$ cat src/rtl/att_lookup_scheduler.sv
// -----------------------------------------------------------------------------
// att_lookup_scheduler
//
// Purpose:
//   Shares the single read port of the literal-to-clause address translation
//   table between two walk-SAT requesters (req0 = flip/make unit, req1 =
//   break-value unit). Grants round-robin on ties, covers the table's 1-cycle
//   registered read latency with an in-flight stage, and parks results in a
//   2-entry show-ahead response FIFO. Issue is credit-based: a grant is only
//   given when the in-flight slot plus the FIFO can still hold the result, so
//   downstream backpressure never drops a lookup. Table setup writes do not
//   pass through here.
//
// Ports:
//   clk_i, rst_ni         clock, asynchronous active-low reset
//   cfg_lock_i            table setup in progress; no new grants while high
//   reqN_valid_i/_lit_i   lookup request from requester N (N = 0, 1)
//   reqN_ready_o          request N accepted this cycle (combinational)
//   att_rd_addr_o         table read address (granted literal, else held)
//   att_addr_i/_mask_i    table read data, valid the cycle after the address
//   rsp_valid_o/_ready_i  response handshake
//   rsp_addr_o/_mask_o    clause table address and mask from the table
//   rsp_id_o              originating requester
//   rsp_lit_o             literal echoed back
//   busy_o                lookup in flight or responses buffered
//
// Build option:
//   ATT_LOOKUP_STATS_EN   adds stat_clr_i and saturating counters
//                         stat_lookups0_o, stat_lookups1_o, stat_stall_o.
// -----------------------------------------------------------------------------
module att_lookup_scheduler #(
    parameter int CLAUSE_COUNT               = 20,
    parameter int LITERAL_ADDRESS_WIDTH      = 12,
    parameter int CLAUSE_TABLE_ADDRESS_WIDTH = 11,
    parameter int STAT_WIDTH                 = 32
) (
    input  logic                                  clk_i,
    input  logic                                  rst_ni,
    input  logic                                  cfg_lock_i,
    input  logic                                  req0_valid_i,
    input  logic [LITERAL_ADDRESS_WIDTH:0]        req0_lit_i,
    output logic                                  req0_ready_o,
    input  logic                                  req1_valid_i,
    input  logic [LITERAL_ADDRESS_WIDTH:0]        req1_lit_i,
    output logic                                  req1_ready_o,
    output logic [LITERAL_ADDRESS_WIDTH:0]        att_rd_addr_o,
    input  logic [CLAUSE_TABLE_ADDRESS_WIDTH-1:0] att_addr_i,
    input  logic [CLAUSE_COUNT-1:0]               att_mask_i,
    output logic                                  rsp_valid_o,
    input  logic                                  rsp_ready_i,
    output logic [CLAUSE_TABLE_ADDRESS_WIDTH-1:0] rsp_addr_o,
    output logic [CLAUSE_COUNT-1:0]               rsp_mask_o,
    output logic                                  rsp_id_o,
    output logic [LITERAL_ADDRESS_WIDTH:0]        rsp_lit_o,
    output logic                                  busy_o
`ifdef ATT_LOOKUP_STATS_EN
    ,
    input  logic                                  stat_clr_i,
    output logic [STAT_WIDTH-1:0]                 stat_lookups0_o,
    output logic [STAT_WIDTH-1:0]                 stat_lookups1_o,
    output logic [STAT_WIDTH-1:0]                 stat_stall_o
`endif
);

    localparam int LIT_W = LITERAL_ADDRESS_WIDTH + 1;

    if (STAT_WIDTH < 1) begin : g_stat_width_check
        $error("att_lookup_scheduler: STAT_WIDTH must be at least 1");
    end

    typedef struct packed {
        logic [CLAUSE_TABLE_ADDRESS_WIDTH-1:0] addr;
        logic [CLAUSE_COUNT-1:0]               mask;
        logic                                  id;
        logic [LIT_W-1:0]                      lit;
    } entry_t;

    // Request side
    logic             pop;
    logic [2:0]       occupancy;
    logic             can_issue;
    logic             gnt0;
    logic             gnt1;
    logic             any_gnt;
    logic             last_gnt_q;     // requester granted most recently
    logic [LIT_W-1:0] rd_addr_q;

    // Table read stage
    logic             inflight_v_q;
    logic             inflight_id_q;
    logic [LIT_W-1:0] inflight_lit_q;

    // Response FIFO
    entry_t [1:0]     fifo_mem_q;
    logic             wr_ptr_q;
    logic             rd_ptr_q;
    logic [1:0]       fifo_count_q;
    entry_t           head;

    assign pop = rsp_valid_o & rsp_ready_i;

    // Slots that stay committed after this cycle's pop. A pop frees its slot
    // in the same cycle, which is what lets a full FIFO keep 1 lookup/cycle
    // going while rsp_ready_i is high.
    assign occupancy = {1'b0, fifo_count_q} + {2'b00, inflight_v_q} - {2'b00, pop};

    // rst_ni is folded in so the ready outputs are low throughout reset even
    // if requesters hold valid.
    assign can_issue = rst_ni & ~cfg_lock_i & (occupancy < 3'd2);

    // On a tie the requester not granted last wins; last_gnt_q resets to 1 so
    // req0 takes the first tie.
    assign gnt0    = can_issue & req0_valid_i & (~req1_valid_i | last_gnt_q);
    assign gnt1    = can_issue & req1_valid_i & (~req0_valid_i | ~last_gnt_q);
    assign any_gnt = gnt0 | gnt1;

    assign req0_ready_o = gnt0;
    assign req1_ready_o = gnt1;

    always_comb begin
        att_rd_addr_o = rd_addr_q;
        if (gnt0) begin
            att_rd_addr_o = req0_lit_i;
        end else if (gnt1) begin
            att_rd_addr_o = req1_lit_i;
        end
    end

    always_ff @(posedge clk_i or negedge rst_ni) begin
        if (!rst_ni) begin
            last_gnt_q     <= 1'b1;
            rd_addr_q      <= '0;
            inflight_v_q   <= 1'b0;
            inflight_id_q  <= 1'b0;
            inflight_lit_q <= '0;
            fifo_mem_q     <= '0;
            wr_ptr_q       <= 1'b0;
            rd_ptr_q       <= 1'b0;
            fifo_count_q   <= 2'd0;
        end else begin
            inflight_v_q <= any_gnt;
            if (any_gnt) begin
                last_gnt_q     <= gnt1;
                rd_addr_q      <= att_rd_addr_o;
                inflight_id_q  <= gnt1;
                inflight_lit_q <= att_rd_addr_o;
            end

            // Table data belongs to the lookup issued last cycle; the credit
            // check guarantees a free slot for it.
            if (inflight_v_q) begin
                fifo_mem_q[wr_ptr_q] <= '{addr: att_addr_i,
                                          mask: att_mask_i,
                                          id:   inflight_id_q,
                                          lit:  inflight_lit_q};
                wr_ptr_q <= ~wr_ptr_q;
            end

            if (pop) begin
                rd_ptr_q <= ~rd_ptr_q;
            end

            case ({inflight_v_q, pop})
                2'b10:   fifo_count_q <= fifo_count_q + 2'd1;
                2'b01:   fifo_count_q <= fifo_count_q - 2'd1;
                default: fifo_count_q <= fifo_count_q;
            endcase
        end
    end

    assign head        = fifo_mem_q[rd_ptr_q];
    assign rsp_valid_o = (fifo_count_q != 2'd0);
    assign rsp_addr_o  = head.addr;
    assign rsp_mask_o  = head.mask;
    assign rsp_id_o    = head.id;
    assign rsp_lit_o   = head.lit;
    assign busy_o      = inflight_v_q | (fifo_count_q != 2'd0);

`ifdef ATT_LOOKUP_STATS_EN
    logic [STAT_WIDTH-1:0] lookups0_q;
    logic [STAT_WIDTH-1:0] lookups1_q;
    logic [STAT_WIDTH-1:0] stall_q;
    logic                  stall;

    // A stall is a cycle with a pending request but no grant, whether the
    // cause is cfg_lock_i or a full pipeline.
    assign stall = (req0_valid_i | req1_valid_i) & ~any_gnt;

    always_ff @(posedge clk_i or negedge rst_ni) begin
        if (!rst_ni) begin
            lookups0_q <= '0;
            lookups1_q <= '0;
            stall_q    <= '0;
        end else if (stat_clr_i) begin
            lookups0_q <= '0;
            lookups1_q <= '0;
            stall_q    <= '0;
        end else begin
            if (gnt0 && (lookups0_q != '1)) begin
                lookups0_q <= lookups0_q + STAT_WIDTH'(1);
            end
            if (gnt1 && (lookups1_q != '1)) begin
                lookups1_q <= lookups1_q + STAT_WIDTH'(1);
            end
            if (stall && (stall_q != '1)) begin
                stall_q <= stall_q + STAT_WIDTH'(1);
            end
        end
    end

    assign stat_lookups0_o = lookups0_q;
    assign stat_lookups1_o = lookups1_q;
    assign stat_stall_o    = stall_q;
`endif

endmodule
$ cat config.mk
export PLATFORM = sky130hd
export DESIGN_NAME = att_lookup_scheduler
export DESIGN_NICKNAME = d
export VERILOG_FILES = /design/src/rtl/att_lookup_scheduler.sv
export SDC_FILE = /design/constraint.sdc
export NUM_CORES = 1
export LEC_CHECK = 0
export CORE_MARGIN = 3
export CORE_UTILIZATION = 53
export CTS_BUF_LIST = sky130_fd_sc_hd__clkbuf_8 sky130_fd_sc_hd__clkbuf_16
export DETAILED_ROUTE_END_ITERATION = 10
export HOLD_SLACK_MARGIN = 0.08
export PLACE_DENSITY = 0.85
export REMOVE_ABC_BUFFERS = 1
export SKIP_CTS_REPAIR_TIMING = 1
export SLEW_MARGIN = 30
export SYNTH_ARGS = -nofsm -noshare
export SYNTH_HDL_FRONTEND = slang
export SYNTH_SLANG_ARGS = --single-unit
export TNS_END_PERCENT = 100
$ cat constraint.sdc
create_clock -name clk_i -period 7.15 [get_ports clk_i]
set_input_delay 1.43 -clock clk_i [delete_from_list [all_inputs] [get_ports clk_i]]
set_output_delay 1.43 -clock clk_i [all_outputs]
set_load 0.03 [all_outputs]
== Word level (Yosys, flattened, before mapping) ==
Index checks and enable logic that the tools add are counted.
Word-level totals
  register bits: 110
  logic and storage cells: 53
  output and inout bits: 62
Operators by class
  eq/ne operators: 2
  muxes and demuxes: 8
  $lt $le $gt $ge: 4
  add/subtract/negate cells: 4
  reduce and logical (&&, ||, !) cells: 3
  bitwise logic cells: 17
Operators with widths (count)
  $mux 45: 3
  $bwmux 90: 1
  $demux 45 s1: 1
  $mux 13: 2
  $and 1x1->1: 7
  $not 1->1: 6
  $lt 1x2->1 const B: 2
  $or 1x1->1: 4
  $pmux 2 s2: 1
  $reduce_bool 2->1: 2
  $add 2x1->3: 1
  $lt 3x2->1 const B: 1
  $sub 3x1->3: 1
  $add 2x1->2 const B: 1
  $eq 2x1->1 const B: 1
  $eq 2x2->1 const B: 1
  $sub 2x1->2 const B: 1
  $ge 1x1->1 const B: 1
  $logic_and 1x1->1: 1

== Logic depth before layout (Yosys ltp) ==
  depth after elaboration: 9
  depth in mapped cells: 9
  depth with buffers taken out: 7

== Worst setup path after synthesis ==
Ideal clock, no wire load.
  path kind: input to output
  start: input port rsp_ready_i
  end: output port att_rd_addr_o[10]
  path buffers: 2
  slack: 2.368 ns
  arrival: 3.352 ns
  required time: 5.720 ns
  cell stages on the path: 9
  cell sequence: and3b_2 -> a21oi_1 -> nand2b_1 -> fa_1 -> and3b_2 -> nand2_1 -> buf_4 -> buf_6 -> o2bb2ai_1
On the way
  longest elaborated chain between the ends: 8
  elaborated cells on any way between the ends: 10
  classes of those cells: 1 x add/sub; 1 x order compare; 2 x mux; 6 x bitwise
RTL lines
  from (decl): line 50  | input logic rsp_ready_i,
  $and 1x1->1 *: line 100  | assign pop = rsp_valid_o & rsp_ready_i;
  $sub 3x1->3 *: line 105  | assign occupancy = {1'b0, fifo_count_q} + {2'b00, inflight_v_q} - {2'b00, pop};
  $lt 3x2->1 *: line 109  | assign can_issue = rst_ni & ~cfg_lock_i & (occupancy < 3'd2);
  $and 1x1->1 *: line 109
  $and 1x1->1 (2 in series): line 114  | assign gnt1 = can_issue & req1_valid_i & (~req0_valid_i | ~last_gnt_q);
  $mux 13: line 124  | end else if (gnt1) begin
  $mux 13 *: line 122  | if (gnt0) begin
  to (decl): line 46  | output logic [LITERAL_ADDRESS_WIDTH:0] att_rd_addr_o,
Mark *: on every way between the ends. The rest lies on a longest branch, timed or not.

== Worst setup path in the final report ==
  start: input port rsp_ready_i
  end: output port att_rd_addr_o[4]
Same word-level chain as after synthesis.

==> reports/metrics.cfg <==
[detailed_routing]
drc_errors=0
top_layer_used=met4
routed_via_density=5.396
drt-met1-wl_mm=4.395
drt_wl_total_mm=10.41
post_drt_wl_per_cell_um=17.76
via_count=3162
drtIter0Drc=103
ant_nets=0
drtPass1Iterations=4
wl_met3_um=519
route.met2.wl_mm=5.388

[yosys]
synth_top_area_frac=0.5389
yosys.cell_count.top_type=mux2_2
yosysTopAreaCell=dfrtp_1
synthFlopType=dfrtp_1
avgSynthCellArea_um2=14.89
synthCells=340
synth_area_leaders=dfrtp_1 54%, mux2_2 29%, o2bb2ai_1 4.7%
synth_edf_count=0
async_reset_ff_frac=1.000
yosysWarnings=0
seq_area_frac_synth=0.5441
ys_types=32
synth_seq_cells=110
ys_top_cells_by_count=130 x mux2_2, 109 x dfrtp_1, 27 x o2bb2ai_1
syn_area_um2=5061

[min_path]
min_from=fifo_mem_q[33]
holdPathStages=1
whs_endpoint=fifo_mem_q[33]
min_path_type=reg -> reg

[global_route]
grt_pass1_wl_mm=17.15
antenna_found_initial=0
first_global_vias=3457
grt_max_degree=80
grtUsageTotal=0.1962
grt_overflow=0

[critical_path]
cp.arrival_ns=4.54
worstSetupEndpointType=output port
regToRegEndpoint=inflight_id_q
r2r_slack_ns=4.49
crit_type=in -> out
worstPathRequired_ns=5.72
timing.rr.start=fifo_count_q[1]
worst-path-max-fanout=29
r2r_cells=7
cp-start-kind=input pin

[cells_and_area]
ff_latch_area_um2=2758
antennaDiodeCount=0
nets=517
multiInputGateArea_um2=2118
nFillCells=663
drive_gt1_frac=0.3545
synthToLayoutAreaGrowth_pct=28.06

[power_and_ir_drop]
p_per_area_nw_per_um2=466.0
leakage_nw=2.632
finalPower_mw=3.020
ir_drop_mv=0.2726

[place]
place_hpwl_mm=7.126
gp_congestion=0.8021
port-buffer-count=124

[timing]
final-max-slew-violation-count=0
setup_viol=0
skew_ns=0.01482
tightest_slew_ns=0.7509
finalCritPeriodShare=0.8343
finalSetupTns_ns=0
grt_setup_unrepaired=no
period_minus_slack_ns=5.965
maxSlewHeadroom=0.4970
max_freq_mhz=167.6
hold_violations=0

[cts]
cts.clk_slew.worst_paths_ns=0.11
cts.sinks=110
cts_tree=built
htreeDepth=3
clock_latency_ns=0.35
clk_path_buf_depth=2
clockRootBuffer=clkbuf_8
cts_buffers=9

[floorplanning]
placementRows=35
pin_count=125
fp.coreArea_um2=9240
start_util=0.5477
die_y_um=103.7
dieArea_um2=10760
die_x_um=103.7

[run_status]
outcome=complete, no violations

[job]
max-cap-violations=0

[registers in the layout, summed over array words and instances (netlist names)]
signal          flops
wr_ptr_q            1
inflight_id_q       1
last_gnt_q          1
inflight_v_q        1
rd_ptr_q            1
fifo_mem_q         90
fifo_count_q        2
inflight_lit_q     13
[metal layers]
| layer | vias to the layer above | GRT usage |
|---|---|---|
| li1 | 1490 | - |
| met5 | - | 0 |
| met2 | 76 | 0.3458 |
| met3 | 9 | 0.04361 |
| met1 | 1587 | 0.2459 |
| met4 | 0 | 0.05033 |
[final cells by class]
type	instances	share of cell area
clock buffer	10	0.02124
clock inverter	5	0.006371
inverter	2	0.001158
multi-input combinational	204	0.3268
sequential	110	0.4255
tap	129	0.02490
timing repair buffer	126	0.1940
[through the flow]
stage | std cells | setup WS, ns | cell area [um2] | util | hold WS, ns
after CTS | 586 | 0.8330 | 6475 | 0.7007 | 0.5020
after global placement | 571 | 1.014 | 6280 | 0.6796 | 0.4633
after floorplan | 316 | 2.185 | 4856 | - | 0.4542
after global routing | 586 | 0.9779 | 6481 | 0.7014 | 0.5184
after detailed placement | 571 | 0.8412 | 6296 | 0.6814 | 0.4758
final | 586 | 1.185 | 6481 | 0.7014 | 0.4985
[power by group]
part	total, mW	switching [mW]	leakage, nW	internal, mW
combinational	1.56	0.749	1.22	0.810
clock	0.344	0.205	0.0858	0.138
sequential	1.12	0.207	1.32	0.910
total	3.02	1.16	2.63	1.86
[worst max path at each step]
stage / startpoint / end
2_1_floorplan: rsp_ready_i / att_rd_addr_o[0]
3_3_place_gp: rsp_ready_i / att_rd_addr_o[1]
3_5_place_dp: rsp_ready_i / att_rd_addr_o[2]
4_1_cts: rsp_ready_i / att_rd_addr_o[2]
5_1_grt: rsp_ready_i / att_rd_addr_o[4]
6_report: rsp_ready_i / att_rd_addr_o[4]
[layout by cell type, fill, tap and decap left out, types with 3 or more instances in the layout]
cell type,count
mux2_2,130
clkdlybuf4s50_1,123
dfrtp_1,108
o2bb2ai_1,27
a32oi_1,13
clkbuf_8,10
mux2_1,5
a21oi_1,3
nand2b_1,3
inv_6,3
[worst max-delay path, cell delays in order]
cell	delay (ns)
clkdlybuf4s50_1	0.52
and3b_2	0.23
a21oi_1	0.07
nand2b_1	0.17
fa_1	0.42
xnor2_2	0.29
nand2_2	0.40
o2bb2ai_1	0.27
clkdlybuf4s50_1	0.74
[cell families after synthesis]
family / Yosys count / share of synthesized area
mux: 135 / 0.3004
xor+xnor: 4 / 0.008407
compound gates: 46 / 0.07862
fa+ha+maj: 1 / 0.003956
simple gates: 18 / 0.02250
buf+inv: 26 / 0.04203
flops: 110 / 0.5441
(Power assumes the default switching activity.)
